[config.mk]
export PLATFORM = sky130hd
export DESIGN_NAME = ysyx_22040000_mdu
export DESIGN_NICKNAME = d
export VERILOG_FILES = /design/src/rtl/ysyx_22040000_mdu_pkg.sv /design/src/rtl/ysyx_22040000_mdu_divider.sv /design/src/rtl/ysyx_22040000_mdu.sv
export SDC_FILE = /design/constraint.sdc
export NUM_CORES = 1
export LEC_CHECK = 0
export ABC_AREA = 1
export BUFFER_PORTS_ARGS = -buffer_cell sky130_fd_sc_hd__buf_2
export CAP_MARGIN = 40
export CORE_MARGIN = 1.5
export CORE_UTILIZATION = 30
export DETAILED_ROUTE_END_ITERATION = 12
export GPL_TIMING_DRIVEN = 0
export PLACE_DENSITY = 0.42
export SETUP_SLACK_MARGIN = 0.02
export SLEW_MARGIN = 25
export SYNTH_ARGS = -nofsm -noshare
export SYNTH_HDL_FRONTEND = slang
export SYNTH_SLANG_ARGS = --single-unit
[constraint.sdc]
create_clock -name clock -period 4.62 [get_ports clock]
set_input_delay 0.462 -clock clock [delete_from_list [all_inputs] [get_ports clock]]
set_output_delay 0.462 -clock clock [all_outputs]
set_load 0.1 [all_outputs]
[src/rtl/ysyx_22040000_mdu_pkg.sv]
// Shared definitions for the multiply/divide unit: op encodings (funct3 order),
// FSM state constants and op classification helpers.
package ysyx_22040000_mdu_pkg;

    localparam int MDU_OP_WIDTH = 3;

    localparam logic [MDU_OP_WIDTH-1:0] MDU_MUL    = 3'd0;
    localparam logic [MDU_OP_WIDTH-1:0] MDU_MULH   = 3'd1;
    localparam logic [MDU_OP_WIDTH-1:0] MDU_MULHSU = 3'd2;
    localparam logic [MDU_OP_WIDTH-1:0] MDU_MULHU  = 3'd3;
    localparam logic [MDU_OP_WIDTH-1:0] MDU_DIV    = 3'd4;
    localparam logic [MDU_OP_WIDTH-1:0] MDU_DIVU   = 3'd5;
    localparam logic [MDU_OP_WIDTH-1:0] MDU_REM    = 3'd6;
    localparam logic [MDU_OP_WIDTH-1:0] MDU_REMU   = 3'd7;

    typedef logic [1:0] mdu_state_t;

    localparam mdu_state_t ST_IDLE = 2'd0;
    localparam mdu_state_t ST_CALC = 2'd1;
    localparam mdu_state_t ST_DONE = 2'd2;

    function automatic logic mdu_is_div(input logic [MDU_OP_WIDTH-1:0] op);
        return op[2];
    endfunction

    // rs1 is treated as two's complement for MULH, MULHSU, DIV and REM
    function automatic logic mdu_is_signed_a(input logic [MDU_OP_WIDTH-1:0] op);
        return (op == MDU_MULH) | (op == MDU_MULHSU) | (op == MDU_DIV) | (op == MDU_REM);
    endfunction

    function automatic logic mdu_is_signed_b(input logic [MDU_OP_WIDTH-1:0] op);
        return (op == MDU_MULH) | (op == MDU_DIV) | (op == MDU_REM);
    endfunction

endpackage

[src/rtl/ysyx_22040000_mdu_divider.sv]
// Iterative unsigned restoring divider: one quotient bit per cycle, DWIDTH steps.
// o_last flags the step that produces the final quotient/remainder on o_*_nxt.
module ysyx_22040000_mdu_divider
    import ysyx_22040000_mdu_pkg::*;
#(
    parameter int DWIDTH = 32,
    parameter int CNT_W  = $clog2(DWIDTH) + 1
) (
    input  logic              clock,
    input  logic              reset,
    input  logic              flush,
    input  logic              i_start,
    input  logic [DWIDTH-1:0] i_dividend,
    input  logic [DWIDTH-1:0] i_divisor,
    output logic              o_last,
    output logic [DWIDTH-1:0] o_quo_nxt,
    output logic [DWIDTH-1:0] o_rem_nxt
);

    logic              r_busy;
    logic [CNT_W-1:0]  r_cnt;
    logic [DWIDTH-1:0] r_rem;
    logic [DWIDTH-1:0] r_quo;
    logic [DWIDTH-1:0] r_dvs;

    logic [DWIDTH:0]   w_shift;
    logic [DWIDTH:0]   w_diff;
    logic              w_ge;

    // One restoring step: shift in the next dividend bit and trial-subtract
    always_comb begin
        w_shift   = {r_rem, r_quo[DWIDTH-1]};
        w_diff    = w_shift - {1'b0, r_dvs};
        w_ge      = ~w_diff[DWIDTH];
        o_rem_nxt = w_ge ? w_diff[DWIDTH-1:0] : w_shift[DWIDTH-1:0];
        o_quo_nxt = {r_quo[DWIDTH-2:0], w_ge};
        o_last    = r_busy & (r_cnt == CNT_W'(DWIDTH - 1));
    end

    // Divider state: load on start, iterate while busy, abort on flush
    always_ff @(posedge clock) begin
        if (reset) begin
            r_busy <= 1'b0;
            r_cnt  <= {CNT_W{1'b0}};
            r_rem  <= {DWIDTH{1'b0}};
            r_quo  <= {DWIDTH{1'b0}};
            r_dvs  <= {DWIDTH{1'b0}};
        end else if (flush) begin
            r_busy <= 1'b0;
        end else if (i_start) begin
            r_busy <= 1'b1;
            r_cnt  <= {CNT_W{1'b0}};
            r_rem  <= {DWIDTH{1'b0}};
            r_quo  <= i_dividend;
            r_dvs  <= i_divisor;
        end else if (r_busy) begin
            r_rem  <= o_rem_nxt;
            r_quo  <= o_quo_nxt;
            r_cnt  <= r_cnt + CNT_W'(1);
            if (o_last) begin
                r_busy <= 1'b0;
            end
        end
    end

endmodule

[src/rtl/ysyx_22040000_mdu.sv]
// RV32M/RV64M multiply/divide unit with valid/ready handshake and flush.
// Optional MDU_FAST_MUL_EN: single-cycle combinational multiply instead of shift-add.
module ysyx_22040000_mdu
    import ysyx_22040000_mdu_pkg::*;
#(
    parameter int DWIDTH = 32,
    parameter int CNT_W  = $clog2(DWIDTH) + 1
) (
    input  logic                    clock,
    input  logic                    reset,
    input  logic                    flush,
    input  logic                    in_valid,
    output logic                    in_ready,
    input  logic [MDU_OP_WIDTH-1:0] op,
    input  logic [DWIDTH-1:0]       a,
    input  logic [DWIDTH-1:0]       b,
    output logic                    out_valid,
    input  logic                    out_ready,
    output logic [DWIDTH-1:0]       result,
    output logic                    busy
);

    localparam int DW2 = 2 * DWIDTH;
    localparam logic [DWIDTH-1:0] W_MIN  = {1'b1, {(DWIDTH-1){1'b0}}};
    localparam logic [DWIDTH-1:0] W_ONES = {DWIDTH{1'b1}};

    mdu_state_t              r_state;
    mdu_state_t              w_state_nxt;
    logic                    r_in_ready;
    logic                    r_out_valid;
    logic                    r_busy;
    logic [MDU_OP_WIDTH-1:0] r_op;
    logic                    r_neg_q;
    logic                    r_neg_r;
    logic [CNT_W-1:0]        r_cnt;
    logic [DW2-1:0]          r_acc;
    logic [DWIDTH-1:0]       r_mcand;
    logic [DWIDTH-1:0]       r_result;

    logic                    w_accept;
    logic                    w_sa;
    logic                    w_sb;
    logic [DWIDTH-1:0]       w_a_mag;
    logic [DWIDTH-1:0]       w_b_mag;
    logic                    w_b_zero;
    logic                    w_ovf;
    logic                    w_special;
    logic [DWIDTH-1:0]       w_special_res;
    logic                    w_fast_mul;
    logic [DWIDTH-1:0]       w_fast_res;
    logic                    w_direct;
    logic [DWIDTH-1:0]       w_direct_res;
    logic [DWIDTH:0]         w_mul_sum;
    logic [DW2-1:0]          w_acc_nxt;
    logic                    w_calc_last;
    logic [DWIDTH-1:0]       w_calc_res;
    logic                    w_div_start;
    logic                    w_div_last;
    logic [DWIDTH-1:0]       w_quo_nxt;
    logic [DWIDTH-1:0]       w_rem_nxt;

    assign in_ready  = r_in_ready;
    assign out_valid = r_out_valid;
    assign busy      = r_busy;
    assign result    = r_result;

    function automatic logic [DWIDTH-1:0] fix_mul(input logic [MDU_OP_WIDTH-1:0] f,
                                                  input logic neg,
                                                  input logic [DW2-1:0] p);
        logic [DW2-1:0] s;
        s = neg ? (~p + DW2'(1)) : p;
        return (f == MDU_MUL) ? s[DWIDTH-1:0] : s[DW2-1:DWIDTH];
    endfunction

    // REM/REMU have op[1] set; remainder follows the dividend's sign
    function automatic logic [DWIDTH-1:0] fix_div(input logic [MDU_OP_WIDTH-1:0] f,
                                                  input logic neg_q,
                                                  input logic neg_r,
                                                  input logic [DWIDTH-1:0] q,
                                                  input logic [DWIDTH-1:0] r);
        if (f[1]) begin
            return neg_r ? (~r + DWIDTH'(1)) : r;
        end else begin
            return neg_q ? (~q + DWIDTH'(1)) : q;
        end
    endfunction

    // Request decode: operand magnitudes, signs and the cases that skip CALC
    always_comb begin
        w_accept = in_valid & r_in_ready & ~flush;
        w_sa     = mdu_is_signed_a(op) & a[DWIDTH-1];
        w_sb     = mdu_is_signed_b(op) & b[DWIDTH-1];
        w_a_mag  = w_sa ? (~a + DWIDTH'(1)) : a;
        w_b_mag  = w_sb ? (~b + DWIDTH'(1)) : b;
        w_b_zero = mdu_is_div(op) & (b == {DWIDTH{1'b0}});
        w_ovf    = ((op == MDU_DIV) | (op == MDU_REM)) & (a == W_MIN) & (b == W_ONES);
        w_special = w_b_zero | w_ovf;
        if (w_b_zero) begin
            w_special_res = op[1] ? a : W_ONES;
        end else if (w_ovf) begin
            w_special_res = op[1] ? {DWIDTH{1'b0}} : W_MIN;
        end else begin
            w_special_res = {DWIDTH{1'b0}};
        end
    end

`ifdef MDU_FAST_MUL_EN
    // Single-cycle product of the magnitudes, sign-fixed like the iterative path
    always_comb begin
        w_fast_mul = ~mdu_is_div(op);
        w_fast_res = fix_mul(op, w_sa ^ w_sb,
                             {{DWIDTH{1'b0}}, w_a_mag} * {{DWIDTH{1'b0}}, w_b_mag});
    end
`else
    // Multiplies always take the iterative path in this build
    always_comb begin
        w_fast_mul = 1'b0;
        w_fast_res = {DWIDTH{1'b0}};
    end
`endif

    // Shift-add multiply step and selection of the finished result
    always_comb begin
        w_direct     = w_special | w_fast_mul;
        w_direct_res = w_special ? w_special_res : w_fast_res;
        w_mul_sum    = {1'b0, r_acc[DW2-1:DWIDTH]}
                     + (r_acc[0] ? {1'b0, r_mcand} : {(DWIDTH+1){1'b0}});
        w_acc_nxt    = {w_mul_sum, r_acc[DWIDTH-1:1]};
        w_div_start  = w_accept & mdu_is_div(op) & ~w_special;
        if (mdu_is_div(r_op)) begin
            w_calc_last = w_div_last;
            w_calc_res  = fix_div(r_op, r_neg_q, r_neg_r, w_quo_nxt, w_rem_nxt);
        end else begin
            w_calc_last = (r_cnt == CNT_W'(DWIDTH - 1));
            w_calc_res  = fix_mul(r_op, r_neg_q, w_acc_nxt);
        end
    end

    // Next-state logic; flush overrides everything
    always_comb begin
        w_state_nxt = r_state;
        if (flush) begin
            w_state_nxt = ST_IDLE;
        end else begin
            case (r_state)
                ST_IDLE: w_state_nxt = w_accept ? (w_direct ? ST_DONE : ST_CALC) : ST_IDLE;
                ST_CALC: w_state_nxt = w_calc_last ? ST_DONE : ST_CALC;
                ST_DONE: w_state_nxt = out_ready ? ST_IDLE : ST_DONE;
                default: w_state_nxt = ST_IDLE;
            endcase
        end
    end

    // State and handshake outputs, registered from the next state
    always_ff @(posedge clock) begin
        if (reset) begin
            r_state     <= ST_IDLE;
            r_in_ready  <= 1'b1;
            r_out_valid <= 1'b0;
            r_busy      <= 1'b0;
        end else begin
            r_state     <= w_state_nxt;
            r_in_ready  <= (w_state_nxt == ST_IDLE);
            r_out_valid <= (w_state_nxt == ST_DONE);
            r_busy      <= (w_state_nxt != ST_IDLE);
        end
    end

    // Datapath: latch the request on accept, iterate in CALC, capture the result
    always_ff @(posedge clock) begin
        if (reset) begin
            r_op     <= MDU_MUL;
            r_neg_q  <= 1'b0;
            r_neg_r  <= 1'b0;
            r_cnt    <= {CNT_W{1'b0}};
            r_acc    <= {DW2{1'b0}};
            r_mcand  <= {DWIDTH{1'b0}};
            r_result <= {DWIDTH{1'b0}};
        end else if (w_accept) begin
            r_op     <= op;
            r_neg_q  <= w_sa ^ w_sb;
            r_neg_r  <= w_sa;
            r_cnt    <= {CNT_W{1'b0}};
            r_acc    <= {{DWIDTH{1'b0}}, w_a_mag};
            r_mcand  <= w_b_mag;
            if (w_direct) begin
                r_result <= w_direct_res;
            end
        end else if ((r_state == ST_CALC) && !flush) begin
            r_cnt <= r_cnt + CNT_W'(1);
            r_acc <= w_acc_nxt;
            if (w_calc_last) begin
                r_result <= w_calc_res;
            end
        end
    end

    ysyx_22040000_mdu_divider #(
        .DWIDTH (DWIDTH),
        .CNT_W  (CNT_W)
    ) u_divider (
        .clock      (clock),
        .reset      (reset),
        .flush      (flush),
        .i_start    (w_div_start),
        .i_dividend (w_a_mag),
        .i_divisor  (w_b_mag),
        .o_last     (w_div_last),
        .o_quo_nxt  (w_quo_nxt),
        .o_rem_nxt  (w_rem_nxt)
    );

endmodule

## After elaboration in Yosys (flattened, before gate mapping)

Index checks and enable logic that the tools add are counted.

| word-level totals | value |
|---|---|
| register bits | 247 |

| operators by class | value |
|---|---|
| reduce and logical (&&, ||, !) cells | 15 |
| equal/unequal tests | 12 |
| muxes and demuxes | 36 |
| $add $sub $neg | 9 |
| bitwise gates (word level) | 26 |

Operators by type and width:

| kind | count |
|---|---|
| $mux 32 | 23 |
| $add 32x1->32 const B | 4 |
| $not 32->32 | 4 |
| $add 64x1->64 const B | 1 |
| $eq 32x32->1 const B | 2 |
| $mux 64 | 1 |
| $not 64->64 | 1 |
| $add 32x32->33 | 1 |
| $sub 33x32->33 | 1 |
| $logic_not 32->1 | 1 |
| $add 6x1->6 const B | 2 |
| $eq 6x5->1 const B | 2 |
| $mux 6 | 2 |
| $and 1x1->1 | 10 |
| $mux 2 | 5 |
| $reduce_bool 2->1 | 4 |
| $or 1x1->1 | 7 |
| $eq 3x3->1 const B | 2 |
| $pmux 2 s3 | 1 |
| $eq 2x2->1 const B | 2 |
| $logic_not 2->1 | 2 |
| $mux 1 | 4 |
| $reduce_and 2->1 | 2 |
| $reduce_or 2->1 | 2 |
| other kinds (10) | 12 |

## Longest topological paths before layout

| logic depth | value |
|---|---|
| depth after elaboration | 10 |
| mapped depth | 32 |
| gate-level depth less buffers | 31 |

## Hierarchy

Synthesis repeated with hierarchy kept, for this count alone.

| unflattened totals | value |
|---|---|
| cells, all modules | 3,972 |
| area, all modules | 22,470.3 um^2 |

By module, submodules not included:

| module | times used | cells an instance | area each (um^2) | seq. area each (um^2) |
|---|---|---|---|---|
| ysyx_22040000_mdu | 1 | 2,743 | 15,035.7 | 2,882.8 |
| ysyx_22040000_mdu_divider | 1 | 1,229 | 7,434.6 | 2,062.0 |

## Worst setup path before layout

No wires, ideal clock.

| timing path | value |
|---|---|
| path kind | reg2reg |
| start point | register u_divider.r_quo[31] |
| end point | register r_result[30], in the netlist result[30] |
| required time | 4,549 ps |
| buffers on the path | 1 |
| library setup time | 71 ps |
| data arrival time | 3,917 ps |
| clock period less this slack | 3,989 ps |
| slack | 631 ps |
| cell stages (with the launch flop) | 33 |
| cell sequence | dfxtp_1 inv_1 ha_1 fa_1 inv_1 nand3_1 nand2_2 nand2_2 nand2_4 nand2_4 nand2_4 nand2_4 nand2_4 nand2_2 nand2_4 buf_6 ha_1 nand3_1 nor3_1 nand3_1 inv_1 nand3_1 nand3b_1 nand2_1 o21ai_0 nor2_1 o21ai_0 a21oi_1 xor2_1 nand2_1 nand2_1 nand2_1 a21oi_1 |

| on the way | value |
|---|---|
| cells in the longest elaborated chain, start to end | 10 |
| elaborated cells on any way between the ends | 14 |

Ends and longest elaborated chain:

| what | line | text |
|---|---|---|
| from (decl) | ysyx_22040000_mdu_divider.sv:23 | `logic [DWIDTH-1:0] r_quo;` |
| from (signal assigned) | ysyx_22040000_mdu_divider.sv:46 | `r_quo <= {DWIDTH{1'b0}};` |
| from (signal assigned) | ysyx_22040000_mdu_divider.sv:54 | `r_quo <= i_dividend;` |
| from (signal assigned) | ysyx_22040000_mdu_divider.sv:58 | `r_quo <= o_quo_nxt;` |
| $sub 33x32->33 | ysyx_22040000_mdu_divider.sv:33 | `w_diff = w_shift - {1'b0, r_dvs};` |
| $mux 32 or $not 1->1 (tied branches) | ysyx_22040000_mdu_divider.sv:35, ysyx_22040000_mdu_divider.sv:34 |  |
| $not 32->32, on equally long branches | ysyx_22040000_mdu.sv:82, ysyx_22040000_mdu.sv:84 |  |
| $add 32x1->32, on equally long branches | ysyx_22040000_mdu.sv:82, ysyx_22040000_mdu.sv:84 |  |
| $mux 32, on equally long branches | ysyx_22040000_mdu.sv:82, ysyx_22040000_mdu.sv:84 |  |
| $mux 32 (*) | ysyx_22040000_mdu.sv:81 | `if (f[1]) begin` |
| $mux 32 (*) | ysyx_22040000_mdu.sv:130 | `if (mdu_is_div(r_op)) begin` |
| $mux 32 (*) | ysyx_22040000_mdu.sv:192 | `if (w_calc_last) begin` |
| $mux 32 (*) | ysyx_22040000_mdu.sv:189 | `end else if ((r_state == ST_CALC) && !flush) begin` |
| $mux 32 (*) | ysyx_22040000_mdu.sv:179 | `end else if (w_accept) begin` |
| to (signal assigned) | ysyx_22040000_mdu.sv:178 | `r_result <= {DWIDTH{1'b0}};` |
| to (signal assigned) | ysyx_22040000_mdu.sv:187 | `r_result <= w_direct_res;` |
| to (signal assigned) | ysyx_22040000_mdu.sv:193 | `r_result <= w_calc_res;` |
| to (decl) | ysyx_22040000_mdu.sv:38 | `logic [DWIDTH-1:0] r_result;` |

Mark *: on every way between the ends. The rest lies on a longest branch, timed or not. The select of a mux whose other input is x is not followed.
A chain may end at the register's enable or synchronous reset.

## Worst setup path in the final report

| timing path | value |
|---|---|
| start point | register r_acc[0] |
| end point | register r_result[22], in the netlist result[22] |

| on the way | value |
|---|---|
| cells in the longest elaborated chain, start to end | 10 |

Ends and longest elaborated chain:

| what | line | text |
|---|---|---|
| from (decl) | ysyx_22040000_mdu.sv:36 | `logic [DW2-1:0] r_acc;` |
| from (signal assigned) | ysyx_22040000_mdu.sv:176 | `r_acc <= {DW2{1'b0}};` |
| from (signal assigned) | ysyx_22040000_mdu.sv:184 | `r_acc <= {{DWIDTH{1'b0}}, w_a_mag};` |
| from (signal assigned) | ysyx_22040000_mdu.sv:191 | `r_acc <= w_acc_nxt;` |
| $mux 32 (*) | ysyx_22040000_mdu.sv:127 | `+ (r_acc[0] ? {1'b0, r_mcand} : {(DWIDTH+1){1'b0}});` |
| $add 32x32->33 (*) | ysyx_22040000_mdu.sv:127 |  |
| $not 64->64 | ysyx_22040000_mdu.sv:71 | `s = neg ? (~p + DW2'(1)) : p;` |
| $add 64x1->64 | ysyx_22040000_mdu.sv:71 |  |
| $mux 64 (*) | ysyx_22040000_mdu.sv:71 |  |
| $mux 32 (*) | ysyx_22040000_mdu.sv:72 | `return (f == MDU_MUL) ? s[DWIDTH-1:0] : s[DW2-1:DWIDTH];` |
| $mux 32 (*) | ysyx_22040000_mdu.sv:130 |  |
| $mux 32 (*) | ysyx_22040000_mdu.sv:192 |  |
| $mux 32 (*) | ysyx_22040000_mdu.sv:189 |  |
| $mux 32 (*) | ysyx_22040000_mdu.sv:179 |  |

Marked as above.

==> key figures <==
Routing
  – Remaining antenna violation count: 0
  – Number of DRC markers in iteration 0: 2,353
  – Final WL: 106,000 um
  – Total number of vias: 24,300
  – Drc violations: 0
  – DRT Pass-1 Iters: 7
  – Routed len/inst: 22.3 um
  – Via density: 5.11

Setup path
  – Critical Path Sink: result[22]
  – Worst setup SP type: flip-flop
  – CP startpoint: r_acc[0]
  – Cell depth of the worst flop-to-flop path: 22
  – Worst Setup End Kind: flip-flop
  – Worst R2R Setup Slack: 230 ps
  – Worst r2r dst: result[22]
  – RR Startpoint: r_acc[0]
  – CP required: 5060 ps
  – CP Max Fanout: 10
  – Crit path DAT: 4820 ps
  – Critical path class: flip-flop to flip-flop

Clock tree
  – Max Root-Sink Buffers: 3
  – Clock Pin Slew Worst Setup and Hold Paths: 60 ps
  – Total clock buffers created by CTS: 34
  – H-tree levels: 2
  – Count of hold-fix buffers inserted at cts: 0
  – Worst skew pair latency: 560 ps
  – Root Buffer: clkbuf_16
  – Number of clock sinks: 247
  – CTS tree: yes

Floorplan
  – Starting Density: 30.3%
  – Core Box Area: 70,100 um2
  – # IOs: 107
  – Die height: 269 um
  – Area of the die: 72,600 um2
  – Rows: 97
  – Die X: 269 um

Power
  – Sw Pwr: 3.64 mW
  – Pleak: 11.7 nW
  – Maximum vdd drop: 0.229 mV
  – Sw frac: 43.0%
  – Cell area power density: 347 nW/um2
  – Flop pwr share: 27.1%
  – Clock power frac: 33.2%
  – Int Power: 4.83 mW
  – Comb power frac: 39.7%

GRT
  – Grt ovf: 0
  – First-pass GRT wire length: 155,000 um
  – Antenna violations before repair: 2
  – Number of global-route vias before repair: 23,000
  – Largest net degree at the start of global routing: 12
  – GRT Util Overall: 28.4%

Timing
  – Transition time of the tightest slew-check pin: 984 ps
  – Slew Limit Headroom: 34.4%
  – Fin crit period: 4390 ps
  – Max-slew violation count: 0
  – Hold Vio Cnt, Final: 0
  – Setup Viol. Count Final: 0
  – Final Skew: 23.8 ps
  – Max Fclk: 228 MHz
  – Final setup TNS: 0 ps
  – RSZ-0062 raised after global routing: yes
  – Final WS setup: 234 ps
  – Tcrit/Tclk final: 94.9%

Synthesis
  – Post-synth top area share: 23.2%
  – Synth top cells by count: nand2_1, inv_1, nor2_1
  – Count leader, synth: nand2_1
  – Post-synthesis register bit count: 247
  – Post-synth ARST share: 0%
  – Area leader, netlist: dfxtp_1
  – Synth Flop Type: dfxtp_1
  – Synth warn: 0
  – Gate Count Post-Synth: 3,646
  – Synth top area cells: dfxtp_1, nand2_1, inv_1
  – Mean post-synth cell area: 5.84 um2
  – Seq/Total Area, Yosys: 23.2%
  – Synth unique cells: 63
  – Net count after synthesis: 3,792
  – Post-synth EDFFs: 0
  – Synth Cell Area: 21,300 um2

Run status
  – Status: finished, final reports clean

Placed design
  – RD Place Congestion: 0.967
  – Post-detail-place hpwl: 88,000 um
  – Dpl ws: -436 ps
  – PortBufs: 104
  – Post-DP Area: 23,100 um2

Worst hold path
  – Hold WC Path Type: primary input to flip-flop

Cells and area
  – N_diodes: 0
  – Share of cells above drive strength 1: 8.61%
  – Final instance area: 24,400 um2
  – Nets: 3,945
  – Layout area overhead: 14.7%
  – Fill count: 8,192

Job
  – Total of max-cap violations: 0
-- cells in the final DEF, fill, tap and decap left out, drive strengths merged, types with 2 or more instances in the layout --
| cell type | netlist | final |
|---|---|---|
| inv | 515 | 518 |
| nand3 | 225 | 225 |
| nand3b | 9 | 9 |
| a22o | 21 | 21 |
| o31ai | 7 | 7 |
| o221ai | 5 | 5 |
| or2 | 9 | 9 |
| ha | 72 | 72 |
| fa | 2 | 2 |
| o21a | 6 | 6 |
| nor4b | 2 | 2 |
| nor4 | 20 | 20 |
| dfxtp | 247 | 247 |
| and2 | 2 | 2 |
| clkbuf | 99 | 145 |
| o211ai | 33 | 33 |
| buf | 36 | 154 |
| clkinv | 6 | 12 |
| nand4 | 54 | 54 |
| nor2 | 360 | 360 |
| o22ai | 4 | 4 |
| a41oi | 3 | 3 |
| o21bai | 12 | 12 |
| xnor2 | 28 | 28 |
| a21o | 4 | 4 |
| a21boi | 4 | 4 |
| nor3b | 2 | 2 |
| nor3 | 62 | 62 |
| and3 | 2 | 2 |
| a21oi | 250 | 250 |
| nand2 | 1112 | 1112 |
| a31oi | 69 | 69 |
| xor2 | 81 | 81 |
| o21ai | 277 | 277 |
| bufinv | 0 | 3 |
-- worst min-delay path by stage --
| stage | from | end | slack [ps] | depth (start not counted) |
|---|---|---|---|---|
| CTS | b[0] | u_divider.r_dvs[0] | 270 | 3 |
| detailed placement | r_mcand[30] | r_mcand[30] | 450 | 2 |
| floorplan | r_mcand[0] | r_mcand[0] | 430 | 2 |
| global route | a[0] | r_acc[0] | 290 | 3 |
| global placement | u_divider.r_dvs[29] | u_divider.r_dvs[29] | 450 | 2 |
| finish | b[0] | u_divider.r_dvs[0] | 300 | 3 |
-- stage by stage --
stage               utilization [%]  hold slack (ps)  cells  total power [mW]
floorplan                         -              428   3646              4.51
global route                   34.8              288   4762              8.93
global placement               32.8              453   4690              5.60
CTS                            34.6              266   4755              8.43
finish                         34.8              297   4762              8.47
detailed placement             32.9              454   4696              5.58
-- power by group through the flow --
stage | Sequential [mW] | Clock, mW | Combinational (mW)
after CTS | 2.29 | 2.87 | 3.27
after global routing | 2.30 | 2.94 | 3.70
after floorplan | 2.31 | 0 | 2.20
after global placement | 2.34 | 0 | 3.26
final | 2.29 | 2.81 | 3.37
after detailed placement | 2.34 | 0 | 3.24
-- state kept, by name, indices dropped and copies added, names as in the netlist, 6 cells and up --
signal           flops
result              32
r_cnt                6
r_mcand             32
r_acc               64
u_divider.r_dvs     32
u_divider.r_quo     32
u_divider.r_cnt      6
u_divider.r_rem     32
-- timing repair --
item,CTS,global route
pin swaps,2,9
gates cloned,0,0
resized for setup,14,35
setup buffers,1,6
setup endpoints to repair,18,21
-- layer usage --
metal / share of wire [%] / GRT usage, % / up-vias
met2: 45 / 46.7 / 719
met3: 5.9 / 3.80 / 126
met1: 46 / 38.8 / 11400
li1: - / - / 12100
met5: 0.025 / 0 / -
met4: 2.7 / 7.88 / 4
-- cell families (layout without fill, tap and decap cells) --
logic type | count (synthesis) | count (layout) | share of synthesized area, %
compound gates | 700 | 700 | 18.7
xor+xnor | 109 | 109 | 4.52
fa+ha+maj | 74 | 74 | 4.42
buf+inv | 656 | 832 | 12.0
flops | 247 | 247 | 23.2
simple gates | 1860 | 1860 | 37.2
-- cell type report --
| cell class | count | area (um2) | area share (%) |
|---|---|---|---|
| Buffer | 134 | 607 | 2.49 |
| Clock buffer | 47 | 981 | 4.02 |
| Clock inverter | 12 | 150 | 0.615 |
| Inverter | 521 | 1960 | 8.01 |
| Multi-Input combinational cell | 2743 | 13900 | 57.1 |
| Sequential cell | 247 | 4950 | 20.3 |
| Tap cell | 940 | 1180 | 4.82 |
| Timing Repair Buffer | 118 | 646 | 2.64 |
-- critical path: stages (launching register included) --
cell and delay (ps):
dfxtp_2 420, clkbuf_4 220, nand2_1 70, inv_1 60, ha_1 160, inv_1 60, fa_1 410, inv_1 120
nand3_1 80, nand2_1 170, inv_1 60, o21ai_1 200, xor2_1 220, nor2_1 250, nand2_1 70, nor2_1 170
nand3_1 220, o21ai_1 250, nand2_1 170, o21ai_0 180, nand3_1 220, a21oi_2 370, a21oi_1 120
No activity file was read; power rests on OpenSTA's default activity.
